File: src/rtl/mc_muldiv_pkg.sv
// Shared op codes and FSM encoding for the multiply/divide unit.
package mc_muldiv_pkg;

  localparam logic [2:0] MD_MULT  = 3'd0;
  localparam logic [2:0] MD_MULTU = 3'd1;
  localparam logic [2:0] MD_DIV   = 3'd2;
  localparam logic [2:0] MD_DIVU  = 3'd3;
  localparam logic [2:0] MD_MTHI  = 3'd4;
  localparam logic [2:0] MD_MTLO  = 3'd5;

  typedef enum logic [1:0] {
    ST_IDLE = 2'd0,
    ST_CALC = 2'd1,
    ST_FIX  = 2'd2
  } md_state_t;

  // Ops that run the iterative datapath.
  function automatic logic op_is_calc(input logic [2:0] op);
    return (op == MD_MULT) || (op == MD_MULTU) || (op == MD_DIV) || (op == MD_DIVU);
  endfunction

  function automatic logic op_is_div(input logic [2:0] op);
    return (op == MD_DIV) || (op == MD_DIVU);
  endfunction

  function automatic logic op_is_signed(input logic [2:0] op);
    return (op == MD_MULT) || (op == MD_DIV);
  endfunction

  function automatic logic op_is_move(input logic [2:0] op);
    return (op == MD_MTHI) || (op == MD_MTLO);
  endfunction

endpackage

File: src/rtl/md_sign_fix.sv
// Conditional two's-complement negation on two WIDTH values and one
// 2*WIDTH value. Gives magnitudes at operand latch and applies the
// result signs at fix-up.
module md_sign_fix
  import mc_muldiv_pkg::*;
#(
  parameter int unsigned WIDTH = 32
) (
  input  logic [WIDTH-1:0]   n0_in,
  input  logic               n0_neg,
  output logic [WIDTH-1:0]   n0_out,
  input  logic [WIDTH-1:0]   n1_in,
  input  logic               n1_neg,
  output logic [WIDTH-1:0]   n1_out,
  input  logic [2*WIDTH-1:0] w_in,
  input  logic               w_neg,
  output logic [2*WIDTH-1:0] w_out
);

  // Negate each value when its flag is set, pass through otherwise.
  always_comb begin
    n0_out = n0_neg ? -n0_in : n0_in;
    n1_out = n1_neg ? -n1_in : n1_in;
    w_out  = w_neg  ? -w_in  : w_in;
  end

endmodule

File: src/rtl/mc_muldiv.sv
// Iterative multiply/divide unit with HI/LO registers. Shift-add
// multiply and restoring divide, one bit per cycle, on magnitudes with
// a final sign fix-up state.
module mc_muldiv
  import mc_muldiv_pkg::*;
#(
  parameter int unsigned WIDTH = 32
) (
  input  logic             clk,
  input  logic             rst_n,
  input  logic             start,
  input  logic [2:0]       op,
  input  logic [WIDTH-1:0] a,
  input  logic [WIDTH-1:0] b,
  input  logic             flush,
  output logic             busy,
  output logic             done,
  output logic             dbz,
  output logic [WIDTH-1:0] hi,
  output logic [WIDTH-1:0] lo
);

  localparam int unsigned CW = $clog2(WIDTH);

  md_state_t          state, state_nx;
  logic [CW-1:0]      cnt;
  logic [2*WIDTH-1:0] acc;
  logic [WIDTH-1:0]   opd;
  logic [WIDTH-1:0]   a_raw;
  logic               is_div, zdiv, neg_q, neg_r;

  logic               launch, mt_wr, step, fix_wr;
  logic               is_sgn;

  logic [WIDTH-1:0]   n0_in, n1_in, sf_n0, sf_n1;
  logic               n0_neg, n1_neg;
  logic [2*WIDTH-1:0] sf_w;

  logic [WIDTH:0]     mul_sum;
  logic [WIDTH:0]     div_r, div_diff;
  logic               qbit;

  // State register.
  always_ff @(posedge clk or negedge rst_n) begin
    if (!rst_n) state <= ST_IDLE;
    else        state <= state_nx;
  end

  // Next state; flush overrides everything, including a launch in IDLE.
  always_comb begin
    state_nx = state;
    if (flush) begin
      state_nx = ST_IDLE;
    end else begin
      case (state)
        ST_IDLE: if (start && op_is_calc(op)) state_nx = ST_CALC;
        ST_CALC: if (cnt == '0) state_nx = ST_FIX;
        ST_FIX:  state_nx = ST_IDLE;
        default: state_nx = ST_IDLE;
      endcase
    end
  end

  // Control decode from state; busy has no path from start.
  always_comb begin
    busy   = (state != ST_IDLE);
    launch = (state == ST_IDLE) && start && !flush && op_is_calc(op);
    mt_wr  = (state == ST_IDLE) && start && !flush && op_is_move(op);
    step   = (state == ST_CALC) && !flush;
    fix_wr = (state == ST_FIX)  && !flush;
  end

  // The sign-fix block is shared: raw operands while idle, the
  // accumulator halves and full product while calculating/fixing.
  always_comb begin
    is_sgn = op_is_signed(op);
    if (state == ST_IDLE) begin
      n0_in  = a;
      n0_neg = is_sgn & a[WIDTH-1];
      n1_in  = b;
      n1_neg = is_sgn & b[WIDTH-1];
    end else begin
      n0_in  = acc[WIDTH-1:0];
      n0_neg = neg_q;
      n1_in  = acc[2*WIDTH-1:WIDTH];
      n1_neg = neg_r;
    end
  end

  md_sign_fix #(.WIDTH(WIDTH)) u_sign_fix (
    .n0_in  (n0_in),
    .n0_neg (n0_neg),
    .n0_out (sf_n0),
    .n1_in  (n1_in),
    .n1_neg (n1_neg),
    .n1_out (sf_n1),
    .w_in   (acc),
    .w_neg  (neg_q),
    .w_out  (sf_w)
  );

  // One iteration step of each algorithm on the accumulator.
  always_comb begin
    mul_sum  = {1'b0, acc[2*WIDTH-1:WIDTH]} + (acc[0] ? {1'b0, opd} : '0);
    div_r    = {acc[2*WIDTH-1:WIDTH], acc[WIDTH-1]};
    div_diff = div_r - {1'b0, opd};
    qbit     = ~div_diff[WIDTH];
  end

  // Operand latch and iteration: acc = {upper, lower}; multiply shifts
  // right with the multiplier in the lower half, divide shifts left
  // with the remainder in the upper half and quotient bits in the lower.
  always_ff @(posedge clk or negedge rst_n) begin
    if (!rst_n) begin
      acc    <= '0;
      opd    <= '0;
      a_raw  <= '0;
      cnt    <= '0;
      is_div <= 1'b0;
      zdiv   <= 1'b0;
      neg_q  <= 1'b0;
      neg_r  <= 1'b0;
    end else if (launch) begin
      is_div <= op_is_div(op);
      zdiv   <= op_is_div(op) && (b == '0);
      a_raw  <= a;
      neg_q  <= is_sgn & (a[WIDTH-1] ^ b[WIDTH-1]);
      neg_r  <= is_sgn & a[WIDTH-1];
      cnt    <= CW'(WIDTH - 1);
      if (op_is_div(op)) begin
        acc <= {{WIDTH{1'b0}}, sf_n0};
        opd <= sf_n1;
      end else begin
        acc <= {{WIDTH{1'b0}}, sf_n1};
        opd <= sf_n0;
      end
    end else if (step) begin
      if (cnt != '0) cnt <= cnt - CW'(1);
      if (is_div)
        acc <= {(qbit ? div_diff[WIDTH-1:0] : div_r[WIDTH-1:0]), acc[WIDTH-2:0], qbit};
      else
        acc <= {mul_sum, acc[WIDTH-1:1]};
    end
  end

  // Architectural HI/LO plus registered done/dbz pulses.
  always_ff @(posedge clk or negedge rst_n) begin
    if (!rst_n) begin
      hi   <= '0;
      lo   <= '0;
      done <= 1'b0;
      dbz  <= 1'b0;
    end else begin
      done <= fix_wr | mt_wr;
      dbz  <= fix_wr & zdiv;
      if (mt_wr) begin
        if (op == MD_MTHI) hi <= a;
        else               lo <= a;
      end else if (fix_wr) begin
        if (!is_div) begin
          {hi, lo} <= sf_w;
        end else if (zdiv) begin
          hi <= a_raw;
          lo <= '1;
        end else begin
          hi <= sf_n1;
          lo <= sf_n0;
        end
      end
    end
  end

endmodule

File: config.mk
export PLATFORM = sky130hd
export DESIGN_NAME = mc_muldiv
export DESIGN_NICKNAME = d
export VERILOG_FILES = /design/src/rtl/mc_muldiv_pkg.sv /design/src/rtl/md_sign_fix.sv /design/src/rtl/mc_muldiv.sv
export SDC_FILE = /design/constraint.sdc
export NUM_CORES = 1
export LEC_CHECK = 0
export CORE_ASPECT_RATIO = 1.2
export CORE_MARGIN = 2
export CORE_UTILIZATION = 35
export DETAILED_ROUTE_END_ITERATION = 8
export PLACE_DENSITY = 0.55
export SKIP_LAST_GASP = 1
export SLEW_MARGIN = 10
export SYNTH_ARGS = -nofsm -noshare
export SYNTH_HDL_FRONTEND = slang
export SYNTH_SLANG_ARGS = --single-unit
File: constraint.sdc
create_clock -name clk -period 4.7 [get_ports clk]
set_input_delay 0.94 -clock clk [delete_from_list [all_inputs] [get_ports clk]]
set_output_delay 0.94 -clock clk [all_outputs]
set_load 0.05 [all_outputs]
After elaboration in Yosys (flattened, before gate mapping). Index checks and enable logic that the tools add are counted.

Register bits after elaboration: 205. Bits in latches: 0. RAM bits: 0. Memory bits (read-only): 0. Input bits: 71. Output and inout bits: 67. Logic and storage cells: 96. Memories kept: 0.

$add $sub $neg: 6. Multiply operators: 0. Divide/modulo/power cells: 0. $lt $le $gt $ge: 0. Equality and inequality tests: 11. Shift operators: 0. Multiplexer cells: 31. Bitwise operators: 7. Reduce and logical (&&, ||, !) cells: 28.

Operator list (number): $mux W32 (18); $mux W64 (4); $neg A32 Y32 (2); $neg A64 Y64 (1); $add A32 B32 Y33 (1); $sub A33 B32 Y33 (1); $logic_not A32 Y1 (1); $mux W5 (3); $logic_and A1 B1 Y1 (8); $reduce_and A2 Y1 (4); $reduce_bool A2 Y1 (4); $eq A3 B2 Y1 const B (2); $eq A3 B3 Y1 const B (2); $logic_or A1 B1 Y1 (6); $mux W2 (3); $ne A3 B3 Y1 const B (2); $logic_not A5 Y1 (1); $reduce_bool A5 Y1 (1); $sub A5 B1 Y5 const B (1); $and A1 B1 Y1 (4); $pmux W2 S2 (1); $eq A3 B1 Y1 const B (1); $logic_not A3 Y1 (1); $eq A2 B1 Y1 const B (1); 9 further kinds (10).

Depth between registers and ports, before layout.
Depth in word-level cells: 9. Depth in mapped cells: 18. Mapped depth without buffers: 14.

By module. A second synthesis with hierarchy kept.

Cell total of the unflattened synthesis: 2269. Area, all modules: 17978.5 µm².

Modules (own cells, without submodules): mc_muldiv (instances 1, cells an instance 1866, area an instance 15157.0 µm², sequential area each 5129.9 µm²); md_sign_fix (instances 1, cells an instance 403, area an instance 2821.5 µm², sequential area each 0.0 µm²).

Worst setup path after synthesis. Ideal clock, no wire load.

Kind: reg-to-reg. Start point: register state[1]. End point: register lo[30]. Setup time: 70 ps. Arrival time: 4513 ps. Required time: 4630 ps. Slack: 118 ps. Cell stages (with the launch flop): 18. Buffers on the path: 6. Period minus slack after synthesis: 4582 ps. Cells stage by stage: dfrtp_1 > buf_2 > nor2_1 > inv_2 > buf_2 > buf_2 > clkbuf_1 > clkbuf_1 > clkbuf_1 > mux2i_1 > ha_1 > nor4b_1 > nand4_1 > or2_2 > o31ai_1 > xor2_1 > o221ai_1 > nand3_1.

Cells in the longest elaborated chain, start to end: 8. Elaborated cells on any way between the ends: 17. Those cells by class: add/sub (1); eq/ne (2); mux (7); reduce/logical (7).

Ends and longest elaborated chain: start, declared (line mc_muldiv.sv:25) `md_state_t state, state_nx;`; start signal, assigned (line mc_muldiv.sv:46) `else state <= state_nx;`; $logic_not A2 Y1 (line mc_muldiv.sv:68, mc_muldiv.sv:77); $mux W32 (line mc_muldiv.sv:77) `if (state == ST_IDLE) begin`; $neg A32 Y32 (line md_sign_fix.sv:22) `n0_out = n0_neg ? -n0_in : n0_in;`; $mux W32 (line md_sign_fix.sv:22); $mux W32 (line mc_muldiv.sv:162) `end else if (zdiv) begin`; $mux W32 (line mc_muldiv.sv:160) `if (!is_div) begin`; $mux W32 (line mc_muldiv.sv:159) `end else if (fix_wr) begin`; $mux W32 (line mc_muldiv.sv:156) `if (mt_wr) begin`; end signal, assigned (line mc_muldiv.sv:161) `{hi, lo} <= sf_w;`; end signal, assigned (line mc_muldiv.sv:167) `lo <= sf_n0;`; end, declared (line mc_muldiv.sv:20) `output logic [WIDTH-1:0] lo`.

Several ways; a longest one is shown, not always the timed one. The select of a mux whose other input is x is not followed. A chain may end at the register's enable or synchronous reset.

Final worst setup path.
Start point: register acc[0]. End point: register acc[63].

Cells in the longest elaborated chain, start to end: 5.

Ends and longest elaborated chain: start, declared (line mc_muldiv.sv:27) `logic [2*WIDTH-1:0] acc;`; start signal, assigned (line mc_muldiv.sv:131) `acc <= {{WIDTH{1'b0}}, sf_n0};`; start signal, assigned (line mc_muldiv.sv:134) `acc <= {{WIDTH{1'b0}}, sf_n1};`; start signal, assigned (line mc_muldiv.sv:140) `acc <= {(qbit ? div_diff[WIDTH-1:0] : div_r[WIDTH-1:0]), acc[WIDTH-2:0], qbit};`; $mux W32 (line mc_muldiv.sv:104) `mul_sum = {1'b0, acc[2*WIDTH-1:WIDTH]} + (acc[0] ? {1'b0, opd} : '0);`; $add A32 B32 Y33 (line mc_muldiv.sv:104); $mux W64 (line mc_muldiv.sv:139) `if (is_div)`; $mux W64 (line mc_muldiv.sv:137) `end else if (step) begin`; $mux W64 (line mc_muldiv.sv:123) `end else if (launch) begin`.

Every way passes these cells. The select of a mux whose other input is x is not followed.

==> flow_summary.yaml <==
cts:
  cts_buffer_depth: 3
  cts_root_buf: "clkbuf_16"
  htreeDepth: 1
  clkSinkCount: 205
  numCtsBuffers: 25
  cts_setup_buffers: 0
  post_cts_resized: 0
  cts_tree: "yes"
  cts_hold_buf: 0
  path_clk_slew_ns: 0.06
  clock_latency_ns: 0.56
sta:
  setup_viol: 0
  finalSetupTns_ns: 0
  max_freq_ghz: 0.242
  final_max_slew_viol_count: 0
  slew_headroom_pct: 31.8
  finalCritPeriodShare_pct: 88.0
  hold_viol_final: 0
  worst_pin_slew_ns: 1.02
  rsz0062_at_grt: "no"
  period_needed_ns: 4.14
  finClkSkew_ns: 0.0149
placement:
  gp_congestion: 0.939
  hpwl_um: 57300
  placed_area_mm2: 0.0204
  io_buffers: 137
yosys:
  synth.distinct_cells: 76
  synth-edff-count: 0
  ys_seq_area_share_pct: 28.2
  synth_cells: 2416
  netlist.area_leader.share_pct: 28.2
  synth_flop_cell: "dfrtp_1"
  yosysWarnings: 0
  synth-seq-cells: 205
  synth.area.top_cells: "dfrtp_1 (28%), mux2i_1 (6.7%), nand2_1 (6.6%)"
  synth.most_common_cell: "nand2_1"
  async_flop_share_pct: 100
  syn-num-nets: 2558
  netlist_area_mm2: 0.0182
  yosysTopAreaCell: "dfrtp_1"
  avgSynthCellArea_um2: 7.52
  synth_common_cells: "nand2_1 (322), nor2_1 (286), a21oi_1 (210), dfrtp_1 (205), o21ai_0 (192)"
run_status:
  status: "completed"
detailed_routing:
  ant_nets: 0
  wirelength_um: 78000
  wl_per_cell_um: 24.5
  firstDrtPassIters: 7
  vias_per_cell: 5.96
  drc: 0
  vias: 19000
  drt_iter0_drc: 2045
power_and_ir_drop:
  ir_worst_vdd_mv: 0.335
  power_density_mw_per_mm2: 589
  power_leakage_nw: 8.67
floorplanning:
  initial_core_util_pct: 35.4
  core_area_mm2: 0.0514
  num_rows: 91
  dieWidth_um: 212
  die_height_um: 254
  die_area_mm2: 0.0538
  io-pin-count: 138
cells_and_area:
  multi_input_area_mm2: 0.0121
  final_area_mm2: 0.0212
  insertedDiodeCount: 0
  fin_nets: 2610
  syn2layout_area_growth_pct: 16.5
  drive_above_1_share_pct: 6.60
  fill_cells: 5276
  ff_latch_area_mm2: 0.00514
grt:
  grt_max_degree: 115
  grt_pass1_wl_um: 118000
  grt_pass1_vias: 18500
  antenna_found_initial: 0
  grt-ovfl-total: 0
  grtUsageTotal_pct: 28.7
worst_setup_path:
  required_ns: 5.12
  crit_fanout: 8
  cp_data_arrival_time_ns: 4.56
  cp-end-kind: "register"
  critPathKind: "register to register"
  startpoint_type: "register"
worst_hold_path:
  min_path_type: "input port to asynchronous set/reset pin"
run:
  cap_violations: 0
routing by layer:
metal	vias up	global-route usage (%)	share of wire (%)
met5	-	0	0
met4	0	11.6	4.4
met3	188	3.39	7.3
met2	942	46.1	45
met1	9110	39.1	43
li1	8729	-	-
logic make-up after synthesis:
logic type	share of synthesized area [%]
compound gates	24.4
xor+xnor	8.58
fa+ha+maj	4.97
buf+inv	5.41
flops	28.2
mux	6.79
simple gates	21.6
stage by stage:
step	hold slack (ns)	util, %	instances	total power, mW	setup slack [ns]
finish	0.418	41.2	3181	12.5	0.564
global route	0.504	41.2	3181	13.2	0.256
CTS	0.477	41.2	3181	12.4	0.596
detailed placement	0.462	39.7	3138	10.3	0.463
global placement	0.457	39.7	3138	10.3	0.404
floorplan	0.437	-	2416	7.93	0.118
final timing paths:
kind	startpoint	slack [ns]	cells past startpoint	endpoint
max reg2reg	acc[0]	0.56	13	acc[63]
min	rst_n	0.42	1	hi[7]
min in group clk	a_raw[0]	0.47	2	a_raw[0]
max in group asynchronous	rst_n	3.24	2	opd[25]
max	acc[0]	0.56	13	acc[63]
min reg2reg	a_raw[0]	0.47	2	a_raw[0]
cell usage in the layout (no fill, tap or decap), types with 10 or more instances in the layout:
master,count
nand2_1,322
dfrtp_1,202
nor4_1,33
nor3_1,54
a21o_1,21
o211ai_1,41
ha_1,69
o21ai_0,192
nor2_1,283
inv_1,54
a221oi_1,14
a211oi_1,29
mux2i_1,121
or3_1,16
a21oi_1,209
nand2b_1,15
o21a_1,11
xor2_1,72
nand4_1,18
a31oi_1,32
clkbuf_16,25
nor2b_1,12
xnor2_1,105
a22oi_1,17
buf_4,79
o31ai_1,32
o221ai_1,17
clkdlybuf4s50_1,135
o21bai_1,10
o41ai_1,13
nand3_1,54
report_power, final:
group          switching, mW  internal, mW  leakage, nW
Combinational           4.61          2.70         5.76
Sequential             0.883          2.30         2.53
Clock                  0.843          1.13        0.380
Total                   6.34          6.13         8.67
worst max-delay path: stages (launching register included):
cell and delay [ns]:
dfrtp_1 0.40, inv_1 0.24, nor2_1 0.09, ha_1 0.33, nor2b_1 0.16, o31ai_1 0.39, nand2_1 0.18, a221o_1 0.40
o211ai_1 0.40, o31ai_1 0.21, a311oi_1 0.44, o21ai_0 0.20, a2111oi_0 0.40, o21ai_0 0.16
state kept, by name (all words and copies together), names as in the netlist:
| name | count |
|---|---|
| a_raw | 32 |
| acc | 64 |
| cnt | 5 |
| dbz | 1 |
| done | 1 |
| hi | 32 |
| is_div | 1 |
| lo | 32 |
| neg_q | 1 |
| neg_r | 1 |
| opd | 32 |
| state | 2 |
| zdiv | 1 |
area by class of cell:
cell class / count / area share [%]
Clock buffer: 36 / 3.29
Clock inverter: 7 / 0.443
Inverter: 56 / 1.00
Multi-Input combinational cell: 1960 / 57.2
Sequential cell: 205 / 24.3
Tap cell: 697 / 4.12
Timing Repair Buffer: 220 / 9.66
(Power assumes the default switching activity.)
